==> config.mk <==
export PLATFORM = sky130hd
export DESIGN_NAME = pwm_duty_decoder
export DESIGN_NICKNAME = d
export VERILOG_FILES = /design/src/rtl/pwm_duty_decoder.sv
export SDC_FILE = /design/constraint.sdc
export NUM_CORES = 1
export LEC_CHECK = 0
export BUFFER_PORTS_ARGS = -buffer_cell sky130_fd_sc_hd__buf_2
export CAP_MARGIN = 20
export CELL_PAD_IN_SITES_DETAIL_PLACEMENT = 2
export CELL_PAD_IN_SITES_GLOBAL_PLACEMENT = 2
export CORE_ASPECT_RATIO = 1.5
export CORE_MARGIN = 5
export CORE_UTILIZATION = 38
export CTS_CLUSTER_DIAMETER = 60
export DETAILED_ROUTE_END_ITERATION = 8
export GPL_ROUTABILITY_DRIVEN = 1
export PLACE_DENSITY = 0.81
export SLEW_MARGIN = 20
export SYNTH_ARGS = -nofsm -noshare
export SYNTH_HDL_FRONTEND = slang
export SYNTH_SLANG_ARGS = --single-unit
==> constraint.sdc <==
create_clock -name CLK -period 2.4 [get_ports CLK]
set_input_delay 0.48 -clock CLK [delete_from_list [all_inputs] [get_ports CLK]]
set_output_delay 0.48 -clock CLK [all_outputs]
set_load 0.005 [all_outputs]
==> src/rtl/pwm_duty_decoder.sv <==
// PWM receive end: measures high-time over each 2^WIDTH-tick period and
// reports the recovered duty word with a one-cycle VALID strobe.
module pwm_duty_decoder #(
  parameter int unsigned WIDTH = 8
) (
  input  logic             CLK,
  input  logic             RST,
  input  logic             CE,
  input  logic             PWM_IN,
  output logic [WIDTH-1:0] D_OUT,
  output logic             VALID,
  output logic             PERIOD_ERR,
  output logic             STUCK
);

  localparam logic [WIDTH:0]   FULL = {1'b1, {WIDTH{1'b0}}};
  localparam logic [WIDTH:0]   ONE  = {{WIDTH{1'b0}}, 1'b1};
  localparam logic [WIDTH-1:0] MAXD = {WIDTH{1'b1}};

  typedef enum logic {SEEK, MEASURE} state_t;

  state_t         r_state;
  logic           r_sync1;
  logic           r_sync2;
  logic           r_p;
  logic [WIDTH:0] r_period_cnt;
  logic [WIDTH:0] r_high_cnt;

  logic             w_rise;
  logic             w_timeout;
  logic [WIDTH:0]   w_period_inc;
  logic [WIDTH:0]   w_high_inc;
  logic [WIDTH-1:0] w_d_sat;

  assign w_rise       = r_sync2 & ~r_p;
  assign w_timeout    = (r_period_cnt == FULL);
  assign w_period_inc = w_timeout ? r_period_cnt : r_period_cnt + ONE;
  assign w_high_inc   = (r_sync2 && (r_high_cnt != FULL)) ? r_high_cnt + ONE : r_high_cnt;
  // high_cnt never exceeds FULL, so only that one value needs clamping
  assign w_d_sat      = (r_high_cnt == FULL) ? MAXD : r_high_cnt[WIDTH-1:0];

  always_ff @(posedge CLK) begin
    if (RST) begin
      r_state      <= SEEK;
      r_sync1      <= 1'b0;
      r_sync2      <= 1'b0;
      r_p          <= 1'b0;
      r_period_cnt <= '0;
      r_high_cnt   <= '0;
      D_OUT        <= '0;
      VALID        <= 1'b0;
      PERIOD_ERR   <= 1'b0;
      STUCK        <= 1'b0;
    end else begin
      r_sync1 <= PWM_IN;
      r_sync2 <= r_sync1;
      VALID   <= 1'b0;
      if (CE) begin
        r_p <= r_sync2;
        // a rising edge always wins over timeout on the same tick
        if (w_rise) begin
          r_state      <= MEASURE;
          r_period_cnt <= ONE;
          r_high_cnt   <= ONE;
          STUCK        <= 1'b0;
          if (r_state == MEASURE) begin
            VALID      <= 1'b1;
            D_OUT      <= w_d_sat;
            PERIOD_ERR <= (r_period_cnt != FULL);
          end
        end else if (w_timeout) begin
          r_state      <= SEEK;
          r_period_cnt <= ONE;
          r_high_cnt   <= ONE;
          VALID        <= 1'b1;
          D_OUT        <= r_sync2 ? MAXD : '0;
          STUCK        <= 1'b1;
          PERIOD_ERR   <= 1'b0;
        end else begin
          r_period_cnt <= w_period_inc;
          r_high_cnt   <= w_high_inc;
        end
      end
    end
  end

endmodule
# Yosys cells after proc, flatten, opt, wreduce, memory -nomap -nowiden
# Index checks and enable logic that the tools add are counted.
dict set report totals {
  wordCells 46
  out_inout_bits 11
  in_bits 4
  regBits 33
}
dict set report op_classes {
  n_addsub 2
  n_eq_ne 5
  reduce_logical 7
  n_bitwise 3
  mux 19
}
# operator count
set op_table {}
lappend op_table {{$mux W9} 5}
lappend op_table {{$mux W8} 5}
lappend op_table {{$add A9 B1 Y9 const B} 2}
lappend op_table {{$eq A9 B9 Y1 const B} 2}
lappend op_table {{$ne A9 B9 Y1 const B} 2}
lappend op_table {{$mux W1} 9}
lappend op_table {{$reduce_and A2 Y1} 2}
lappend op_table {{$reduce_and A3 Y1} 1}
lappend op_table {{$reduce_bool A3 Y1} 1}
lappend op_table {{$ne A2 B2 Y1 const B} 1}
lappend op_table {{$not A1 Y1} 2}
lappend op_table {{$reduce_bool A2 Y1} 1}
lappend op_table {{$reduce_or A2 Y1} 1}
lappend op_table {{$and A1 B1 Y1} 1}
lappend op_table {{$logic_and A1 B1 Y1} 1}

# Longest topological paths before layout
dict set report depth {
  depth_word 5
  ltp_mapped 8
  mapped_depth_nobuf 6
}

# Least setup slack after synthesis
# Ideal clock, no wire load.
dict set report synth_path {
  kind {register -> register}
  startpoint {register r_period_cnt[0]}
  endpoint {register r_period_cnt[1]}
  setup_slack_ps 816
  arrival_ps 1520
  n_path_buf 2
  required_time_ps 2336
  stages_incl_launch_ff 9
  setup_time_ps 64
  period_less_slack_ps 1584
  path_cell_list {dfxtp_1 -> inv_1 -> ha_1 -> and4bb_1 -> a211oi_2 -> buf_6 -> nor2_4 -> buf_6 -> nor2_1}
}
dict set report synth_between {
  elab_chain_len 3
  elab_cells_between_ends 4
  cone_classes {add/sub: 1; eq/ne: 1; mux: 2}
}
# element line
set synth_lines {}
lappend synth_lines {{start: declaration} 26} ;# logic [WIDTH:0] r_period_cnt;
lappend synth_lines {{start signal: assignment} 80} ;# r_period_cnt <= w_period_inc;
lappend synth_lines {{$add A9 B1 Y9 or $eq A9 B9 Y1 (tied branches)} {37, 36}}
lappend synth_lines {{$mux W9 (*)} 71} ;# end else if (w_timeout) begin
lappend synth_lines {{$mux W9 (*)} 61} ;# if (w_rise) begin
# Mark *: on every way between the ends. The rest lies on a longest branch, timed or not.
# A chain may end at the register's enable or synchronous reset.

# Final worst setup path
dict set report layout_path {
  startpoint {register r_period_cnt[0]}
  endpoint {register r_high_cnt[8]}
}
dict set report layout_between {
  elab_chain_len 3
  elab_cells_between_ends 5
  cone_classes {eq/ne: 1; mux: 2; reduce/logical: 2}
}
# element line
set layout_lines {}
lappend layout_lines {{$eq A9 B9 Y1 (*)} 36} ;# assign w_timeout = (r_period_cnt == FULL);
lappend layout_lines {{$reduce_bool A3 Y1 (no line) or $mux W9 (tied branches)} n/a}
lappend layout_lines {{$reduce_and A2 Y1 (no line) or $mux W9 (tied branches)} n/a}
lappend layout_lines {{end signal: assignment} 81} ;# r_high_cnt <= w_high_inc;
lappend layout_lines {{end: declaration} 27} ;# logic [WIDTH:0] r_high_cnt;
# Marks and branches as above.

==> impl_metrics.py <==
metrics = {
    "setup_path": {
        "cpPeakStageDelay_ns": 0.39,
        "critPathTopFamily": "simple AND/OR/NAND/NOR gates",
        "cp_data_required_time_ns": 2.56,
        "path_cells": "inv_1, ha_1, and4bb_1, a211oi_2, buf_4, nor2_4, o211ai_1",
        "startpoint": "r_period_cnt[0]",
        "cp_slowest_cell": "and4bb_1",
        "timing.rr.end": "r_high_cnt[8]",
        "arrival_ns": 2.09,
        "r2r_start": "r_period_cnt[0]",
        "rr_worst_depth": 7,
        "critical_path_class": "register to register",
        "end_kind": "register",
        "crit_path_start_kind": "register",
        "cp_max_fo": 12,
        "r2r_slack_ns": 0.47,
        "path_buf_inv": 2,
        "crit_end": "r_high_cnt[8]",
        "cp.depth": 7,
    },
    "floorplanning": {
        "core.rowCount": 28,
        "dieHeight_um": 88.7,
        "die_w_um": 62.4,
        "dieArea_um2": 5540,
        "io-pin-count": 15,
        "start_util_pct": 39.6,
        "core_area_um2": 3960,
    },
    "placement": {
        "io_buffers": 14,
        "placed_area_um2": 1660,
        "gp_congestion": 0.826,
        "place_hpwl_mm": 3.38,
        "dp_cells": 232,
        "pre_cts_slack_ns": 0.477,
    },
    "yosys": {
        "synth_area_per_cell_um2": 8.76,
        "async_reset_ff_share_pct": 0,
        "ys_types": 44,
        "syn_inst": 179,
        "synth.cell_area_um2": 1570,
        "synthTopCellsByArea": "dfxtp_1, nand2_1, a21oi_1",
        "synth_edf_count": 0,
        "ys_ff_latch": 33,
        "ys_seq_area_share_pct": 42.1,
        "yosys_warnings": 0,
        "synth_flop_cell": "dfxtp_1",
        "synth_top_area_cell": "dfxtp_1",
        "syn_nets": 187,
        "synth.top_cell.area_share_pct": 42.1,
    },
    "final_layout": {
        "nNetsFinal": 202,
        "instances_no_fill": 240,
        "diodes": 0,
        "fill_cells": 451,
        "drive_gt1_share_pct": 15.9,
        "fin_area_um2": 1780,
        "syn_to_final_growth_pct": 13.3,
    },
    "clock_tree": {
        "cts_made_buffers": 5,
        "clkTransAtPathRegs_ns": 0.07,
        "cts_setup_buffers": 0,
        "cts_buffer_depth": 2,
        "cts_sinks": 33,
        "cts_resized": 0,
        "holdBufCountCts": 0,
        "cts_tree": "yes",
        "h-tree-depth": 2,
        "insertion_delay_ns": 0.28,
        "root_buffer": "clkbuf_8",
    },
    "grt": {
        "overflow": 0,
        "grt_max_degree": 22,
        "antenna_found_initial": 0,
        "grt_pass1_vias": 1618,
        "grt_pass1_wl_mm": 8.07,
        "track_usage_pct": 18.6,
    },
    "power_and_ir_drop": {
        "power_leakage_nw": 0.684,
        "vdd_drop_max_uv": 423,
        "power_density_nw_per_um2": 665,
        "p_total_mw": 1.18,
    },
    "sta": {
        "setup_viol_count_final": 0,
        "worst_pin_slew_ns": 0.647,
        "period_needed_ns": 1.93,
        "rsz0062_at_grt": "no",
        "fmax_ghz": 0.519,
        "maxSlewViolCount": 0,
        "period_share_pct": 80.3,
        "hold_viol": 0,
        "tns_ns": 0,
        "slew_headroom_pct": 56.5,
        "fin_skew_ns": 0.00482,
        "timing.final.ws_setup_ns": 0.474,
    },
    "routing": {
        "via_count": 1427,
        "via_per_inst": 5.95,
        "wire_per_inst_um": 20.0,
        "drc_errors": 0,
        "drtPass1Iterations": 4,
        "drtIter0Drc": 63,
        "ant_nets": 0,
        "wl_mm": 4.80,
    },
    "flow_run": {
        "drv_cap": 0,
    },
    "run_status": {
        "status": "finished clean",
    },
    "min_path": {
        "hp-class": "input pin to register",
        "hold_path.startpoint": "PWM_IN",
    },
}
-- flip-flops by register name, summed over array words and instances, names as in the netlist --
signal	flops
r_high_cnt	9
r_period_cnt	9
D_OUT	8
PERIOD_ERR	1
STUCK	1
VALID	1
r_p	1
r_state	1
r_sync1	1
r_sync2	1
-- worst register-to-register path, cell delays in order, from the launching register on --
cell	delay [ns]
dfxtp_1	0.36
inv_1	0.10
ha_1	0.17
and4bb_1	0.39
a211oi_2	0.11
buf_4	0.21
nor2_4	0.32
o211ai_1	0.14
-- per-layer routing --
layer	global-route usage (%)	share of wire [%]	vias up
met5	0	0	-
li1	-	-	673
met4	9.46	3.3	0
met2	37.3	58	33
met1	17.7	36	707
met3	3.56	2.8	14
-- cell usage after synthesis, drive strengths merged, types with 3 or more instances --
| master | count |
|---|---|
| dfxtp | 33 |
| nand2 | 23 |
| nor2 | 19 |
| a21oi | 15 |
| o211ai | 8 |
| inv | 7 |
| nand4 | 7 |
| o21ai | 7 |
| buf | 6 |
| xnor2 | 5 |
| ha | 4 |
| nand3 | 4 |
| nor2b | 4 |
| a21o | 3 |
| nor3 | 3 |
| nor4 | 3 |
| xor2 | 3 |
-- worst min-delay path by stage --
stage | end | slack, ns | cells after the start
2_1_floorplan | r_sync2 | 0.41 | 1
3_3_place_gp | r_sync2 | 0.42 | 1
4_1_cts | r_sync1 | 0.40 | 2
3_5_place_dp | D_OUT[2] | 0.45 | 2
6_report | r_sync1 | 0.40 | 2
5_1_grt | r_sync1 | 0.42 | 2
-- cell usage in the layout, fill, tap and decap left out, types with 2 or more instances in the layout --
cell and instances:
nor2_1 18, inv_1 7, a31oi_1 2, buf_4 2
o21ai_0 7, a21o_1 2, mux2i_1 2, xor2_1 3
dfxtp_1 33, nand3_1 4, clkbuf_8 6, ha_1 4
buf_2 14, a21oi_1 15, xnor2_1 5, nor2b_1 4
nor4_1 2, nand4_1 7, nand2_1 23, nor3_1 3
o211ai_1 8
-- power by group --
part | switching [mW] | internal (mW)
combinational | 0.0490 | 0.0220
clock | 0.206 | 0.338
sequential | 0.0101 | 0.556
total | 0.265 | 0.917
-- logic make-up (layout without fill, tap and decap cells) --
logic type                 count (synthesis)  in the layout  share of synthesized area, %
DFF                                       33             33                          42.1
muxes                                      2              2                          1.28
adders and majority gates                  4              4                          3.19
AOI/OAI and AO/OA                         45             45                          19.8
and+or+nand+nor                           72             72                          24.3
xor gates and xnor gates                   8              8                          4.47
buffers and inverters                     15             31                          4.79
-- cell type report --
cell class,count,area (um^2),share of cell area [%]
Multi-Input combinational cell,131,832,46.8
Clock inverter,1,30.0,1.69
Clock buffer,7,86.3,4.86
Timing Repair Buffer,16,85.1,4.79
Tap cell,45,56.3,3.17
Sequential cell,33,661,37.2
Inverter,7,26.3,1.48
-- metrics by stage --
step	util [%]	hold WS, ns
final	44.9	0.400
after global routing	44.9	0.417
after CTS	44.9	0.399
after detailed placement	41.9	0.454
after global placement	41.9	0.416
after floorplan	-	0.414
Note: power is estimated with default switching activity, not from simulation.
